**src/rtl/updown_counter_pkg.sv**
```systemverilog
// -----------------------------------------------------------------------------
// updown_counter_pkg
//
// Shared definitions for the up/down hex display counter:
//   digit_t          - one BCD/hex digit (4-bit nibble)
//   count_dir_e      - count direction encoding matching the DIR input
//   SEG_LUT[16]      - active-low seven-segment patterns, segment order gfedcba
//   SEG_BLANK        - all segments off
//   SEG_ZERO         - pattern for "0", also the reset value of every digit
//   prescale_period  - clock cycles per count tick, never less than 1
// -----------------------------------------------------------------------------
package updown_counter_pkg;

    typedef logic [3:0] digit_t;

    typedef enum logic {
        DIR_DOWN = 1'b0,
        DIR_UP   = 1'b1
    } count_dir_e;

    localparam logic [6:0] SEG_BLANK = 7'b1111111;

    localparam logic [6:0] SEG_LUT [16] = '{
        7'b1000000,   // 0
        7'b1111001,   // 1
        7'b0100100,   // 2
        7'b0110000,   // 3
        7'b0011001,   // 4
        7'b0010010,   // 5
        7'b0000010,   // 6
        7'b1111000,   // 7
        7'b0000000,   // 8
        7'b0010000,   // 9
        7'b0001000,   // A
        7'b0000011,   // b
        7'b1000110,   // C
        7'b0100001,   // d
        7'b0000110,   // E
        7'b0001110    // F
    };

    localparam logic [6:0] SEG_ZERO = 7'b1000000;

    // Integer division of the clock by the tick rate; a tick rate above the
    // clock rate (or a nonsensical zero rate) degenerates to a tick every cycle.
    function automatic int prescale_period(input longint clk_freq, input longint tick_hz);
        longint p;
        if (tick_hz <= 0) begin
            return 1;
        end
        p = clk_freq / tick_hz;
        return (p < 1) ? 1 : int'(p);
    endfunction

endpackage

```
**src/rtl/updown_counter_hex_n_seg7_decoder.sv**
```systemverilog
// -----------------------------------------------------------------------------
// seg7_decoder
//
// Combinational nibble to active-low seven-segment decoder (gfedcba).
// Ports:
//   value  in   4  digit to display (0..F)
//   blank  in   1  1 = turn every segment off
//   seg    out  7  active-low segment pattern
// -----------------------------------------------------------------------------
module seg7_decoder
    import updown_counter_pkg::*;
(
    input  digit_t     value,
    input  logic       blank,
    output logic [6:0] seg
);

    assign seg = blank ? SEG_BLANK : SEG_LUT[value];

endmodule

```
**src/rtl/updown_counter_hex_n.sv**
```systemverilog
// -----------------------------------------------------------------------------
// updown_counter_hex_n
//
// DIGITS-digit up/down counter in base 10 or 16 with a clock-derived
// prescaler tick, synchronous load, count enable, a registered wrap pulse and
// registered active-low seven-segment outputs.
//
// Parameters:
//   CLK_FREQ  clock frequency in Hz
//   TICK_HZ   count rate in Hz (prescaler period = CLK_FREQ/TICK_HZ, min 1)
//   DIGITS    number of display digits, 1..8
//   BASE      digit radix, 10 or 16 only
//
// Ports:
//   CLK       in   1         system clock
//   RST       in   1         synchronous reset, active-low
//   ENA       in   1         count enable, sampled on the prescaler tick
//   DIR       in   1         1 = count up, 0 = count down
//   LOAD      in   1         synchronous load strobe (beats a coincident tick)
//   LOAD_VAL  in   4*DIGITS  load value, digit 0 in [3:0]
//   COUNT     out  4*DIGITS  current count, digit 0 in [3:0]
//   WRAP      out  1         one-cycle pulse after a full-range wrap
//   HEX       out  7*DIGITS  active-low segments, digit 0 in [6:0]
//
// Build option:
//   UPDOWN_COUNTER_BLANK_LEADING_ZERO_EN - when defined, zero digits above the
//   most significant nonzero digit are blanked (digit 0 always shows).
// -----------------------------------------------------------------------------
module updown_counter_hex_n
    import updown_counter_pkg::*;
#(
    parameter int CLK_FREQ = 50000000,
    parameter int TICK_HZ  = 1,
    parameter int DIGITS   = 2,
    parameter int BASE     = 10
) (
    input  logic                  CLK,
    input  logic                  RST,
    input  logic                  ENA,
    input  logic                  DIR,
    input  logic                  LOAD,
    input  logic [4*DIGITS-1:0]   LOAD_VAL,
    output logic [4*DIGITS-1:0]   COUNT,
    output logic                  WRAP,
    output logic [7*DIGITS-1:0]   HEX
);

    if (BASE != 10 && BASE != 16) begin : g_bad_base
        $error("updown_counter_hex_n: BASE must be 10 or 16");
    end

    if (DIGITS < 1 || DIGITS > 8) begin : g_bad_digits
        $error("updown_counter_hex_n: DIGITS must be in 1..8");
    end

    localparam int             PERIOD    = prescale_period(CLK_FREQ, TICK_HZ);
    localparam int             PW        = (PERIOD > 1) ? $clog2(PERIOD) : 1;
    localparam logic [PW-1:0]  LAST      = PW'(PERIOD - 1);
    localparam digit_t         MAX_DIGIT = digit_t'(BASE - 1);

    logic [PW-1:0]               prescaler;
    logic                        tick;
    digit_t [DIGITS-1:0]         count_q;
    digit_t [DIGITS-1:0]         count_step;
    digit_t [DIGITS-1:0]         load_clamped;
    logic                        carry_out;
    logic [DIGITS-1:0]           blank;
    logic [DIGITS-1:0][6:0]      seg_next;
    logic [DIGITS-1:0][6:0]      hex_q;

    assign tick = (prescaler == LAST);

    // Ripple carry/borrow through the digit chain. A carry that survives the
    // top digit means every digit rolled over, which is exactly a full wrap.
    always_comb begin : p_step
        logic carry;
        carry      = 1'b1;
        count_step = count_q;
        for (int i = 0; i < DIGITS; i++) begin
            if (carry) begin
                if (DIR == DIR_UP) begin
                    if (count_q[i] == MAX_DIGIT) begin
                        count_step[i] = '0;
                    end else begin
                        count_step[i] = count_q[i] + 4'd1;
                        carry         = 1'b0;
                    end
                end else begin
                    if (count_q[i] == '0) begin
                        count_step[i] = MAX_DIGIT;
                    end else begin
                        count_step[i] = count_q[i] - 4'd1;
                        carry         = 1'b0;
                    end
                end
            end
        end
        carry_out = carry;
    end

    // Out-of-range load nibbles saturate so a base-10 count never holds A..F.
    always_comb begin
        load_clamped = '0;
        for (int i = 0; i < DIGITS; i++) begin
            load_clamped[i] = (LOAD_VAL[4*i +: 4] > MAX_DIGIT) ? MAX_DIGIT
                                                               : LOAD_VAL[4*i +: 4];
        end
    end

`ifdef UPDOWN_COUNTER_BLANK_LEADING_ZERO_EN
    // Scan from the top digit down; blanking stops at the first nonzero digit.
    always_comb begin : p_blank
        logic leading;
        leading = 1'b1;
        blank   = '0;
        for (int i = DIGITS - 1; i > 0; i--) begin
            if (count_q[i] != '0) begin
                leading = 1'b0;
            end
            blank[i] = leading;
        end
    end
`else
    assign blank = '0;
`endif

    for (genvar g = 0; g < DIGITS; g++) begin : g_dec
        seg7_decoder u_dec (
            .value (count_q[g]),
            .blank (blank[g]),
            .seg   (seg_next[g])
        );
    end

    // HEX follows COUNT by one register stage; WRAP is registered alongside
    // COUNT so both appear on the same edge.
    always_ff @(posedge CLK) begin
        if (!RST) begin
            prescaler <= '0;
            count_q   <= '0;
            WRAP      <= 1'b0;
            hex_q     <= {DIGITS{SEG_ZERO}};
        end else begin
            hex_q <= seg_next;
            if (LOAD) begin
                count_q   <= load_clamped;
                prescaler <= '0;
                WRAP      <= 1'b0;
            end else begin
                prescaler <= tick ? '0 : prescaler + 1'b1;
                if (tick && ENA) begin
                    count_q <= count_step;
                    WRAP    <= carry_out;
                end else begin
                    WRAP    <= 1'b0;
                end
            end
        end
    end

    assign COUNT = count_q;
    assign HEX   = hex_q;

endmodule

```
**config.mk**
```make
export PLATFORM = sky130hd
export DESIGN_NAME = updown_counter_hex_n
export DESIGN_NICKNAME = d
export VERILOG_FILES = /design/src/rtl/updown_counter_pkg.sv /design/src/rtl/updown_counter_hex_n_seg7_decoder.sv /design/src/rtl/updown_counter_hex_n.sv
export SDC_FILE = /design/constraint.sdc
export NUM_CORES = 1
export LEC_CHECK = 0
export CORE_MARGIN = 4
export CORE_UTILIZATION = 60
export CTS_CLUSTER_SIZE = 25
export DETAILED_ROUTE_END_ITERATION = 8
export PLACE_DENSITY_LB_ADDON = 0.25
export SYNTH_ARGS = -nofsm -noshare
export SYNTH_HDL_FRONTEND = slang
export SYNTH_SLANG_ARGS = --single-unit
```
**constraint.sdc**
```tcl
create_clock -name CLK -period 3.54 [get_ports CLK]
set_input_delay 0.708 -clock CLK [delete_from_list [all_inputs] [get_ports CLK]]
set_output_delay 0.708 -clock CLK [all_outputs]
set_load 0.005 [all_outputs]
```
## After elaboration in Yosys (flattened, before gate mapping)

Memory sizes are Yosys's and may differ from the RTL's. A register that Yosys moved wholly into a read port is not among the register bits.
Cells that the tools add are included.

| operators by class | value |
|---|---|
| add/subtract/negate cells | 5 |
| magnitude comparators | 2 |
| reductions and logical operators | 10 |
| bitwise gates (word level) | 5 |
| equal/unequal tests | 3 |
| mux-type cells | 17 |

Operator list:

| operator | number |
|---|---|
| 2-to-1 mux 4 bit | 9 |
| adder 26 x 1 -> 26 bit (second input constant) | 1 |
| equality test 26 bit (second input constant) | 1 |
| 2-to-1 mux 8 bit | 2 |
| NOT 4 -> 5 bit | 2 |
| adder 4 x 1 -> 4 bit (second input constant) | 2 |
| equality test 4 bit (second input constant) | 2 |
| greater-than comparator 4 bit (second input constant) | 2 |
| zero test 4 bit | 2 |
| subtractor 4 x 1 -> 4 bit (second input constant) | 2 |
| 2-to-1 mux 1 bit | 6 |
| nonzero test 2 bit | 2 |
| OR reduction 4 bit | 1 |
| NOT 1 bit | 3 |
| OR reduction 3 bit | 1 |
| zero test 1 bit | 2 |
| AND reduction 2 bit | 1 |
| logical AND 1 bit | 1 |

| word-level totals | value |
|---|---|
| output and inout port bits | 23 |
| logic and storage cells | 48 |
| register bits after elaboration | 35 |
| bits in read-only memories | 224 |
| memories | 2 |

Memories:

| memory | depth | width | read ports | clocked after Yosys merged registers in | write ports | RTL line | source |
|---|---|---|---|---|---|---|---|
| (no name shown) | 16 | 7 | 1 | 1 | 0 | updown_counter_hex_n_seg7_decoder.sv:18 | `assign seg = blank ? SEG_BLANK : SEG_LUT[value];` |
| (no name shown) | 16 | 7 | 1 | 1 | 0 | updown_counter_hex_n_seg7_decoder.sv:18 |  |

## Depth between registers and ports, before layout

Gate-level depths: netlist of run 1.

| logic depth | value |
|---|---|
| word-level depth | 6 |
| depth in mapped cells | 8 |

## Cells and area by module

Synthesis of run 1 repeated with hierarchy kept, for this count alone.

| second synthesis, totals | value |
|---|---|
| cells, all modules | 351 |
| area, all modules | 3065.4 sq um |

Modules (own cells, without submodules):

| module | cells an instance | sequential area each (sq um) | area an instance (sq um) | instances |
|---|---|---|---|---|
| updown_counter_hex_n | 280 | 980.9 | 2476.1 | 1 |
| seg7_decoder (g_dec[0].u_dec) | 35 | 0.0 | 295.3 | 1 |
| seg7_decoder (g_dec[1].u_dec) | 36 | 0.0 | 294.0 | 1 |

## Worst setup path before layout of run 1

No wires, ideal clock.

| timing | value |
|---|---|
| path type | flip-flop to flip-flop |
| from | reg count_q (netlist bit COUNT[0]) |
| to | reg count_q (netlist bit COUNT[5]) |
| required time | 3.444 ns |
| setup slack | 1.374 ns |
| period minus slack after synthesis | 2.166 ns |
| setup time | 0.096 ns |
| buffers on the path | 1 |
| stages on the path, launching flop included | 8 |
| data arrival time | 2.071 ns |
| cell sequence | dfxtp_1 -> clkbuf_1 -> inv_1 -> ha_1 -> or3b_1 -> a21oi_1 -> a41oi_4 -> o41ai_2 |

| on the way | value |
|---|---|
| longest elaborated chain between the ends | 5 |
| elaborated cells on any way between the ends | 7 |

Ends and longest elaborated chain:

| what | RTL line | source |
|---|---|---|
| start: declaration | updown_counter_hex_n.sv:63 | `digit_t [DIGITS-1:0] count_q;` |
| start signal: assignment | updown_counter_hex_n.sv:146 | `count_q <= load_clamped;` |
| start signal: assignment | updown_counter_hex_n.sv:152 | `count_q <= count_step;` |
| equality test 4 bit / zero test 4 bit (equally long branches) | updown_counter_hex_n.sv:82, updown_counter_hex_n.sv:89 |  |
| 2-to-1 mux 1 bit, on equally long branches | updown_counter_hex_n.sv:82, updown_counter_hex_n.sv:89 |  |
| 2-to-1 mux 1 bit * | updown_counter_hex_n.sv:81 | `if (DIR == DIR_UP) begin` |
| nonzero test 2 bit (no source line) * | - |  |
| AND reduction 2 bit (no source line) * | - |  |

Mark *: on every way between the ends. The rest lies on a longest branch, timed or not.
A chain may end at the register's enable or synchronous reset.

## Worst setup path after layout of run 1

| timing | value |
|---|---|
| from | reg count_q (netlist bit COUNT[3]) |
| to | out COUNT[3] |

RTL lines:

| what | RTL line | source |
|---|---|---|
| end: declaration | updown_counter_hex_n.sv:43 | `output logic [4*DIGITS-1:0] COUNT,` |

No word-level cell between the ends.

==> flow_summary.yaml, run 1 <==
clock_network:
  tritoncts.num_buffers: 5
  clock_insertion_delay_worst_skew_ps: 300
  post_cts.resized_instances: 0
  ctsRootBufferMaster: "sky130_fd_sc_hd__clkbuf_8"
  cts_tree: "done"
  clock_path_buffers: 2
  cts_setup_buffers: 0
  clk_pin_slew_ps: 90
  clock_sink_count: 49
  cts-hold-fix-buffers: 0
  clock_tree.htree_level_count: 2
yosys:
  synthDominantAreaCellType: "sky130_fd_sc_hd__dfxtp_1"
  post_synth_edffs: 0
  ys_async_sr_fraction_pct: 0
  synth_warnings: 0
  synth.ff_latch_count: 49
  synthesis.nets: 374
  synth_sequential_area_ratio_pct: 34.5
  synthDistinctLibCells: 58
  synthesis.area_per_instance_um2: 8.17
  synth_top_area_share_pct: 34.5
  netlist_area_um2: 2840
  synthCells: 348
  synth.top_cells.by_area: "sky130_fd_sc_hd__dfxtp_1 (35%), sky130_fd_sc_hd__nor2_1 (6.1%), sky130_fd_sc_hd__ha_1 (5.7%)"
  synthFlopType: "sky130_fd_sc_hd__dfxtp_1"
sta:
  hold_slack_ps: 457
  grt_setup_unrepaired: "false"
  finalSetupTns_ps: 0
  slew-limit-headroom_pct: 53.9
  setup-violations-final: 0
  finalHoldViolations: 0
  skew_ps: 4.92
  period_share_pct: 67.5
  finalMaxSlewViolations: 0
  worst-slew-pin-transition_ps: 674
  layout_min_cycle_time_ps: 2390
  clock.fmax_ghz: 0.418
detailed_routing:
  firstDrtPassIters: 5
  violation_count_after_the_first_detailed_route_iteration: 240
  avgRoutedWirePerCell_um: 15.3
  drt-total-wl_um: 6540
  postRouteAntennaNets: 0
  route.detailed.vias_per_inst: 6.14
  dr_total_vias: 2622
  drt_drc_violations_left: 0
power:
  power.leakage_nw: 1.11
  irDropWorstVdd_mv: 0.212
  power-per-cell-area_nw_per_um2: 338
  power.total_mw: 1.11
global_route:
  grt.overflow.total: 0
  grt_usage_pct: 22.9
  vias_in_the_first_global_route: 2416
  grt_antenna_before_repair: 0
  maximum_number_of_pins_on_one_net_before_global_route_repair: 26
  grt_first_pass_wirelength_um: 11200
setup_path:
  critical_path_arrival_ps: 1680
  critical_path_class: "reg2out"
  timing.critical_path.cells: "clkdlybuf4s50_1"
  timing.rr.end: "COUNT[5]$_SDFFE_PN0P_"
  crit_family: "flip-flops"
  reg2reg_from: "COUNT[0]$_SDFFE_PN0P_"
  critical_path.max_stage_delay_ps: 750
  crit_fanout: 21
  r2r.worst_path.cells: 6
  critical_path.endpoint_type: "output port"
  critical_path_buf_inv_count: 1
  data_required_time_of_the_worst_path_ps: 2830
  cp_slowest_cell: "sky130_fd_sc_hd__dfxtp_1"
  startpoint_type_of_the_worst_setup_path: "register"
  regToRegSetupSlack_ps: 1200
floorplanning:
  ioPinCount: 36
  chipHeight_um: 76.8
  core_area_um2: 4470
  initial_utilization_pct: 63.5
  dieArea_um2: 5900
  die_width_um: 76.8
  placement_rows: 24
final_layout:
  leading_cell_type_in_the_layout_fill_and_taps_excluded: "sky130_fd_sc_hd__dfxtp_1"
  post_route_cells_drive_above_1_share_pct: 6.40
  area_growth_syn_to_layout_pct: 15.4
  leading_cell_types_in_the_layout_fill_and_taps_excluded: "sky130_fd_sc_hd__dfxtp_1 (49), sky130_fd_sc_hd__nor2_1 (46), sky130_fd_sc_hd__clkdlybuf4s50_1 (35)"
  multiInputGateArea_um2: 1720
  nFillCells: 351
  ff_latch_area_um2: 981
  antenna-diode-count: 0
  layout.cells.non_filler: 427
  finalNetCount: 400
place:
  place.gp.congestion: 0.893
  dp.final_hpwl_um: 4630
  port_buffers: 35
  placedCellCount: 419
flow_run:
  maxCapViolations: 0
min_path:
  type_of_the_worst_min_delay_path: "reg2reg"
  worst_hold_path.num_cells: 1
  hp-start: "prescaler[0]$_SDFF_PP0_"
  sink_of_the_worst_hold_path: "prescaler[0]$_SDFF_PP0_"
outcome:
  status: "completed"
-- report_power, final --
| part | total, mW | internal [mW] | switching (mW) | leakage [nW] |
|---|---|---|---|---|
| clock network | 0.330 | 0.140 | 0.191 | 0.0374 |
| logic | 0.182 | 0.0899 | 0.0918 | 0.677 |
| registers | 0.596 | 0.569 | 0.0263 | 0.399 |
| total | 1.11 | 0.799 | 0.309 | 1.11 |
-- logic make-up (layout without fill, tap and decap cells) --
family | after synthesis | after routing | share of synthesized area [%]
simple gates | 153 | 153 | 29.5
fa+ha+maj | 13 | 13 | 5.72
buf+inv | 35 | 62 | 5.02
compound gates | 75 | 75 | 18.0
flops | 49 | 49 | 34.5
mux | 3 | 3 | 1.06
xor+xnor | 20 | 20 | 6.16
-- per-stage QoR --
stage | setup WS [ps] | util (%) | instance area [um2]
after floorplan | 1370 | - | 2840
after global placement | 907 | 71.4 | 3190
after detailed placement | 867 | 71.4 | 3190
after CTS | 1140 | 73.4 | 3280
after global routing | 1040 | 73.4 | 3280
final | 1150 | 73.4 | 3280
-- state kept, by name, indices dropped and copies added, names as in the netlist --
register,cells
COUNT,8
prescaler,26
HEX,14
WRAP,1
-- synthesized netlist by cell type (4+ instances only) --
master and number:
sky130_fd_sc_hd__a21o_1 4, sky130_fd_sc_hd__nand2_1 32, sky130_fd_sc_hd__dfxtp_1 49, sky130_fd_sc_hd__xor2_1 4, sky130_fd_sc_hd__nor3_1 12, sky130_fd_sc_hd__a311oi_1 5
sky130_fd_sc_hd__nand4b_1 4, sky130_fd_sc_hd__nand3_1 11, sky130_fd_sc_hd__and3_1 4, sky130_fd_sc_hd__o21ai_0 8, sky130_fd_sc_hd__o21ai_1 9, sky130_fd_sc_hd__nand4_1 6
sky130_fd_sc_hd__a21oi_1 21, sky130_fd_sc_hd__a211oi_1 6, sky130_fd_sc_hd__xnor2_1 16, sky130_fd_sc_hd__a31oi_1 4, sky130_fd_sc_hd__or3_1 7, sky130_fd_sc_hd__ha_1 13
sky130_fd_sc_hd__clkbuf_1 14, sky130_fd_sc_hd__inv_1 13, sky130_fd_sc_hd__nor2_1 46
-- worst max path at each step --
stage	cells past startpoint	endpoint	startpoint
after detailed placement	6	prescaler[7]$_SDFF_PP0_	LOAD
after CTS	1	COUNT[2]	COUNT[2]$_SDFFE_PN0P_
after floorplan	7	COUNT[5]$_SDFFE_PN0P_	COUNT[0]$_SDFFE_PN0P_
after global placement	6	prescaler[19]$_SDFF_PP0_	LOAD
final	1	COUNT[3]	COUNT[3]$_SDFFE_PN0P_
after global routing	1	COUNT[2]	COUNT[2]$_SDFFE_PN0P_
-- final cells by class --
cell class / count / share of cell area [%]
multi-input cells: 264 / 52.4
well taps: 52 / 1.98
flip-flops and latches: 49 / 29.9
repair buffers: 37 / 11.1
inverters: 17 / 1.94
clock inverters: 2 / 0.457
clock buffers: 6 / 2.21
-- layer usage --
layer	vias up	track usage, %	share of wire [%]
li1	1292	-	-
met1	1204	31.4	46
met2	103	36.1	46
met3	23	3.86	5.1
met4	0	7.97	2.6
met5	-	0	0
-- worst reg2reg max path: cells and delay by family (launching register included) --
family                   cells  cell delay (ps)
AND/OR/NAND/NOR              1              370
buffers and inverters        1              200
AO/OA/AOI/OAI                3              900
flip-flops                   1              450
adder cells (fa/ha/maj)      1              330
(Power assumes the default switching activity.)
==> run 2, diff against run 1 <==
Settings changed: CORE_UTILIZATION 60 to 55.
Clock period 3.54 ns to 2.38 ns, I/O delays scaled along.
==> flow_summary.yaml, run 2 (synthesized netlist as in run 1, its figures left out) <==
global_route:
  vias_in_the_first_global_route: 2390
  grt_first_pass_wirelength_um: 10900
  grt_usage_pct: 21.0
  grt_antenna_before_repair: 0
  grt.overflow.total: 0
  maximum_number_of_pins_on_one_net_before_global_route_repair: 26
setup_path:
  startpoint_type_of_the_worst_setup_path: "register"
  crit_family: "flip-flops"
  crit_fanout: 20
  timing.critical_path.cells: "clkdlybuf4s50_1"
  data_required_time_of_the_worst_path_ps: 1900
  critical_path.max_stage_delay_ps: 750
  critical_path_arrival_ps: 1690
  critical_path_buf_inv_count: 1
  critical_path.endpoint_type: "output port"
  critical_path_class: "reg2out"
  regToRegSetupSlack_ps: 300
  cp_slowest_cell: "sky130_fd_sc_hd__dfxtp_1"
final_layout:
  max_flop_register: "prescaler"
  multiInputGateArea_um2: 1720
  area_growth_syn_to_layout_pct: 19.0
  leading_cell_type_in_the_layout_fill_and_taps_excluded: "sky130_fd_sc_hd__dfxtp_1"
  post_route_cells_drive_above_1_share_pct: 9.07
  ff_latch_area_um2: 981
  largest_reg_flops: 26
  nFillCells: 404
  final_area_um2: 3380
  leading_cell_types_in_the_layout_fill_and_taps_excluded: "sky130_fd_sc_hd__dfxtp_1 (49), sky130_fd_sc_hd__nor2_1 (46), sky130_fd_sc_hd__clkdlybuf4s50_1 (35)"
  finalNetCount: 411
  antenna-diode-count: 0
clock_network:
  ctsRootBufferMaster: "sky130_fd_sc_hd__clkbuf_8"
  clock_path_buffers: 2
  cts-hold-fix-buffers: 0
  post_cts.resized_instances: 0
  tritoncts.num_buffers: 5
  clk_pin_slew_ps: 100
  cts_tree: "done"
  clock_sink_count: 49
  clock_tree.htree_level_count: 2
  clock_insertion_delay_worst_skew_ps: 310
  cts_setup_buffers: 0
sta:
  finalSetupTns_ps: 0
  layout_min_cycle_time_ps: 2160
  setup-violations-final: 0
  period_share_pct: 90.9
  finalMaxSlewViolations: 0
  worst-slew-pin-transition_ps: 651
  hold_slack_ps: 462
  finalHoldViolations: 0
  slew-limit-headroom_pct: 56.6
  skew_ps: 10.9
  grt_setup_unrepaired: "false"
  clock.fmax_ghz: 0.462
floorplanning:
  chipHeight_um: 79.9
  die_width_um: 79.9
  placement_rows: 25
  core_area_um2: 4850
  ioPinCount: 36
  dieArea_um2: 6380
  initial_utilization_pct: 58.6
power:
  irDropWorstVdd_mv: 0.228
  power-per-cell-area_nw_per_um2: 492
  power.leakage_nw: 1.17
detailed_routing:
  route.detailed.vias_per_inst: 5.79
  firstDrtPassIters: 5
  drt_drc_violations_left: 0
  avgRoutedWirePerCell_um: 14.2
  drt-total-wl_um: 6410
  dr_total_vias: 2625
  violation_count_after_the_first_detailed_route_iteration: 273
  postRouteAntennaNets: 0
place:
  port_buffers: 35
  dp.final_hpwl_um: 4550
  place.gp.congestion: 0.927
  detailed_place.area_um2: 3300
flow_run:
  maxCapViolations: 0
outcome:
  status: "completed"
min_path:
  type_of_the_worst_min_delay_path: "reg2reg"
-- run 2: cell count changes in the layout (fill, tap and decap cells not counted), sizes merged --
cell,before,now
buf,2,13
-- run 2: area by class of cell --
type,count,area share [%]
multi-input cells,264,50.8
flip-flops and latches,49,29.0
repair buffers,48,13.2
well taps,67,2.48
clock buffers,6,2.14
inverters,17,1.89
clock inverters,2,0.444
-- run 2: worst paths after layout --
check                                        startpoint                       end  depth (start not counted)
worst max-delay path              COUNT[2]$_SDFFE_PN0P_                  COUNT[2]                          1
worst min-delay path            prescaler[0]$_SDFF_PP0_   prescaler[0]$_SDFF_PP0_                          1
worst max register to register  prescaler[3]$_SDFF_PP0_  prescaler[25]$_SDFF_PP0_                          5
worst min register to register  prescaler[0]$_SDFF_PP0_   prescaler[0]$_SDFF_PP0_                          1
-- run 2: worst reg2reg max path: stages, from the launching register on --
cell	delay [ps]
sky130_fd_sc_hd__dfxtp_1	450
sky130_fd_sc_hd__nand4_4	180
sky130_fd_sc_hd__or4_1	800
sky130_fd_sc_hd__nor4_4	340
sky130_fd_sc_hd__xnor2_1	160
sky130_fd_sc_hd__nor2_2	40
-- run 2: power breakdown --
| group | switching [mW] | leakage (nW) | internal (mW) |
|---|---|---|---|
| combinational | 0.151 | 0.733 | 0.146 |
| sequential | 0.0219 | 0.399 | 0.847 |
| clock | 0.289 | 0.0374 | 0.208 |
-- run 2: stage by stage --
step | util, % | power [mW] | instances | setup WS, ps
after floorplan | - | 1.06 | 348 | 214
after global placement | 68.0 | 1.18 | 445 | 169
after detailed placement | 68.0 | 1.18 | 445 | 112
after CTS | 69.8 | 1.67 | 453 | 240
after global routing | 69.8 | 1.74 | 453 | 146
final | 69.8 | 1.66 | 453 | 217
-- run 2: layer usage --
layer	up-vias	wire [um]	GRT usage, %
li1	1319	-	-
met2	93	3080	36.3
met1	1204	2820	26.1
met5	-	0	0
met3	9	404	4.40
met4	0	102	6.08
